[config.mk]
export PLATFORM = sky130hd
export DESIGN_NAME = alu_flag_wb
export DESIGN_NICKNAME = d
export VERILOG_FILES = /design/src/rtl/alu_flag_wb.sv
export SDC_FILE = /design/constraint.sdc
export NUM_CORES = 1
export LEC_CHECK = 0
export BUFFER_PORTS_ARGS = -buffer_cell sky130_fd_sc_hd__buf_2
export CORE_ASPECT_RATIO = 1.5
export CORE_MARGIN = 2
export CORE_UTILIZATION = 35
export CTS_CLUSTER_SIZE = 8
export DETAILED_ROUTE_END_ITERATION = 10
export PLACE_DENSITY = 0.73
export RECOVER_POWER = 100
export SYNTH_ARGS = -nofsm -noshare
export SYNTH_HDL_FRONTEND = slang
export SYNTH_SLANG_ARGS = --single-unit
[constraint.sdc]
create_clock -name clk -period 2.8 [get_ports clk]
set_input_delay 0.42 -clock clk [delete_from_list [all_inputs] [get_ports clk]]
set_output_delay 0.42 -clock clk [all_outputs]
set_load 0.1 [all_outputs]
[src/rtl/alu_flag_wb.sv]
// Writeback stage after the 8-bit add/sub ALU: derives C/Z/N/V per result and
// buffers {result,c,z,n,v} entries in a small FIFO toward the register file/PSW.
module alu_flag_wb #(
  parameter int WIDTH = 8,
  parameter int DEPTH = 2
) (
  input  logic             clk,
  input  logic             rst,
  input  logic             flush,
  input  logic             in_valid,
  output logic             in_ready,
  input  logic [WIDTH-1:0] in_a,
  input  logic [WIDTH-1:0] in_b,
  input  logic [WIDTH-1:0] in_sum,
  input  logic             in_cout,
  input  logic             in_sub,
  output logic             out_valid,
  input  logic             out_ready,
  output logic [WIDTH-1:0] out_result,
  output logic             out_c,
  output logic             out_z,
  output logic             out_n,
  output logic             out_v
);

  localparam int AW = (DEPTH > 1) ? $clog2(DEPTH) : 1;
  localparam int CW = $clog2(DEPTH + 1);

  typedef struct packed {
    logic [WIDTH-1:0] result;
    logic             c;
    logic             z;
    logic             n;
    logic             v;
  } entry_t;

  typedef enum logic [1:0] {EMPTY, PARTIAL, FULL} occ_t;

  entry_t          mem [DEPTH];
  entry_t          push_entry;
  entry_t          head;
  logic [AW-1:0]   wr_ptr, rd_ptr, wr_ptr_nx, rd_ptr_nx;
  logic [CW-1:0]   count, count_nx;
  occ_t            occ;
  logic            push, pop;

  // Handshake: a transfer happens on a rising edge where valid and ready are
  // both high; ready/valid here come only from registered occupancy.
  always_comb begin
    occ = PARTIAL;
    if (count == '0)                occ = EMPTY;
    else if (count == CW'(DEPTH))   occ = FULL;
  end

  assign in_ready  = (occ != FULL);
  assign out_valid = (occ != EMPTY);
  assign push      = in_valid & in_ready;
  assign pop       = out_valid & out_ready;

  // Subtract carry is inverted into a borrow; overflow uses the operand signs
  // as the ALU saw them, with b un-inverted.
  always_comb begin
    push_entry.result = in_sum;
    push_entry.z      = (in_sum == '0);
    push_entry.n      = in_sum[WIDTH-1];
    if (in_sub) begin
      push_entry.c = ~in_cout;
      push_entry.v = (in_a[WIDTH-1] != in_b[WIDTH-1]) & (in_sum[WIDTH-1] != in_a[WIDTH-1]);
    end else begin
      push_entry.c = in_cout;
      push_entry.v = (in_a[WIDTH-1] == in_b[WIDTH-1]) & (in_sum[WIDTH-1] != in_a[WIDTH-1]);
    end
  end

  always_comb begin
    count_nx  = count;
    wr_ptr_nx = wr_ptr;
    rd_ptr_nx = rd_ptr;
    if (flush) begin
      count_nx  = '0;
      wr_ptr_nx = '0;
      rd_ptr_nx = '0;
    end else begin
      if (push) wr_ptr_nx = wr_ptr + AW'(1);
      if (pop)  rd_ptr_nx = rd_ptr + AW'(1);
      if (push && !pop)      count_nx = count + CW'(1);
      else if (pop && !push) count_nx = count - CW'(1);
    end
  end

  always_ff @(posedge clk) begin
    if (rst) begin
      count  <= '0;
      wr_ptr <= '0;
      rd_ptr <= '0;
    end else begin
      count  <= count_nx;
      wr_ptr <= wr_ptr_nx;
      rd_ptr <= rd_ptr_nx;
    end
  end

  always_ff @(posedge clk) begin
    if (push && !flush && !rst) mem[wr_ptr] <= push_entry;
  end

  assign head       = mem[rd_ptr];
  assign out_result = out_valid ? head.result : '0;
  assign out_c      = out_valid & head.c;
  assign out_z      = out_valid & head.z;
  assign out_n      = out_valid & head.n;
  assign out_v      = out_valid & head.v;

endmodule
==> metrics.yaml <==
cells_and_area:
  layout_common_cells: "edfxtp_1, nor2_1, clkbuf_1"
  drive_gt1_share_pct: 22.88
  final_nets: 151
  post_layout_nonfiller_instances: 158
  syn2layout_area_growth_pct: 20.67
  num_antenna_cells: 0
  nFillCells: 329
  layout_commonest_cell: "edfxtp_1"
floorplan:
  rows: 25
  core-area_um2: 3128
  die_y_um: 73.47
  die_w_um: 50.32
  ios: 45
  initial_core_util_pct: 36.00
  die_area_um2: 3697
placed_design:
  portBuffers: 30
  placed_cells_incl_taps: 154
  preCtsSetupSlack_ns: 0.8887
  dp_hpwl_mm: 1.535
  gp_congestion: 0.6153
clock_network:
  cts_root_buf: "clkbuf_8"
  clock_latency_ns: 0.26
  path_clk_slew_ns: 0.08
  cts_tree: "done"
  postCtsSetupBuffers: 0
  post_cts_resized: 0
  hold_buffers: 0
  clock-sinks: 27
  htree_levels: 1
  cts_made_buffers: 3
  clk_path_buf_depth: 2
global_route:
  antenna_found_initial: 0
  grt_max_degree: 16
  grt.total_usage_pct: 10.49
  grt_pass1_wl_mm: 2.884
  grt_pass1_vias: 674
  grt-ovfl-total: 0
sta:
  fin_crit_ns: 2.264
  drv_slew: 0
  max_freq_ghz: 0.4416
  setup_slack_ns: 0.5355
  fin_crit_sh_pct: 80.87
  fin_tns_setup_ns: 0
  tightest_slew_ns: 1.167
  clock_skew_ns: 0.001273
  setup_viol_count_final: 0
  hold_viol: 0
  rsz0062_at_grt: "false"
  slew_headroom_pct: 22.52
power_and_ir_drop:
  leakage_nw: 0.4888
  irDropWorstVdd_mv: 0.3607
  finalPower_mw: 0.8694
  powerDensity_nw_per_um2: 639.8
setup_path:
  crit_arrival_ns: 1.84
  startpoint_type: "register"
  path_delay_family: "buffers and inverters"
  path_buf_inv: 3
  end_kind: "output pin"
  slowest_delay_ns: 0.86
  crit_chain: "nor2_1 -> buf_4 -> inv_1 -> clkbuf_1"
  crit_slowest_cell: "clkbuf_1"
  cp_max_fo: 12
  critPathRequiredTime_ns: 2.38
  crit_type: "register to output pin"
synthesis:
  syn_area_um2: 1126
  synth_nets: 117
  synth_cells: 85
  ys_warn_count: 0
  seq_area_frac_synth_pct: 67.56
  yosys_register_bits: 27
  avgSynthCellArea_um2: 13.25
  yosysUniqueCellTypes: 19
drt:
  topRoutingLayerUsed: "met4"
  viasPerCell: 4.570
  remaining_drc_errors: 0
  dr_wl_met2_mm: 1.117
  post_drt_wl_per_cell_um: 12.22
  wirelength_mm: 1.930
  drt_iter0_drc: 3
  wl_met3_um: 89
  num_vias: 722
  drt_first_pass_iters: 4
  ant_nets: 0
  met1_length_um: 701
run:
  drv_cap: 0
status:
  status: "finished clean"
hold_path:
  hp-class: "input pin to register"
## logic make-up after synthesis
| group | after synthesis | synth area share, % |
|---|---|---|
| flip-flops | 27 | 67.56 |
| AO/OA/AOI/OAI | 6 | 2.667 |
| adder cells (fa/ha/maj) | 1 | 1.111 |
| XOR/XNOR | 5 | 3.889 |
| multiplexers | 11 | 9.778 |
| buffers and inverters | 8 | 3.222 |
| AND/OR/NAND/NOR | 27 | 11.78 |
## Yosys cell counts, drive strengths merged
| cell type | n | area share, % |
|---|---|---|
| or3 | 2 | 1.1 |
| nand3b | 1 | 0.67 |
| inv | 4 | 1.3 |
| nor4 | 2 | 1.1 |
| edfxtp | 22 | 59 |
| or2 | 1 | 0.56 |
| a21oi | 2 | 0.89 |
| dfxtp | 5 | 8.9 |
| nor2 | 17 | 5.7 |
| xor2 | 5 | 3.9 |
| nand2b | 1 | 0.56 |
| clkbuf | 1 | 0.33 |
| ha | 1 | 1.1 |
| mux2i | 11 | 9.8 |
| o21ai | 4 | 1.8 |
| nor2b | 1 | 0.78 |
| buf | 3 | 1.6 |
| or4 | 2 | 1.3 |
## final timing paths
check                                        endpoint  cells past startpoint                   from  slack, ns
worst max-delay path                        out_valid                      4  count[0]$_SDFFE_PP0P_       0.54
worst min-delay path              mem[1][6]$_DFFE_PP_                      1              in_sum[2]       0.38
worst max register to register  count[1]$_SDFFE_PP0P_                      5  count[1]$_SDFFE_PP0P_       1.08
worst min register to register    rd_ptr$_SDFFE_PP0P_                      2    rd_ptr$_SDFFE_PP0P_       0.51
## through the flow
| stage | utilization, % | hold WS, ns | instance area [µm²] |
|---|---|---|---|
| CTS | 44.40 | 0.3453 | 1389 |
| global placement | 42.92 | 0.4869 | 1343 |
| global route | 43.44 | 0.3792 | 1359 |
| floorplan | - | 0.4712 | 1129 |
| detailed placement | 42.92 | 0.5044 | 1343 |
| finish | 43.44 | 0.3814 | 1359 |
## registers in the layout, summed over array words and instances (netlist names), named ones only
register  count
wr_ptr        1
mem          22
rd_ptr        1
count         2
## final cells by class
| type | count | area (µm²) | area share, % |
|---|---|---|---|
| multi-input cells | 50 | 335.3 | 24.68 |
| clock inverters | 1 | 5.005 | 0.3683 |
| flip-flops and latches | 27 | 760.7 | 55.99 |
| inverters | 4 | 15.01 | 1.105 |
| clock buffers | 3 | 41.29 | 3.039 |
| repair buffers | 33 | 151.4 | 11.14 |
| well taps | 40 | 50.05 | 3.683 |
## where the power goes
group | switching, mW | internal [mW] | leakage, nW
Clock | 0.109 | 0.0993 | 0.0255
Combinational | 0.168 | 0.0399 | 0.219
Sequential | 0.00784 | 0.445 | 0.244
## metal layers
metal	vias up	global-route usage [%]
li1	365	-
met1	339	9.720
met2	16	20.47
met3	2	2.642
met4	0	5.405
met5	-	0
Power figures use the tool's default switching activity.
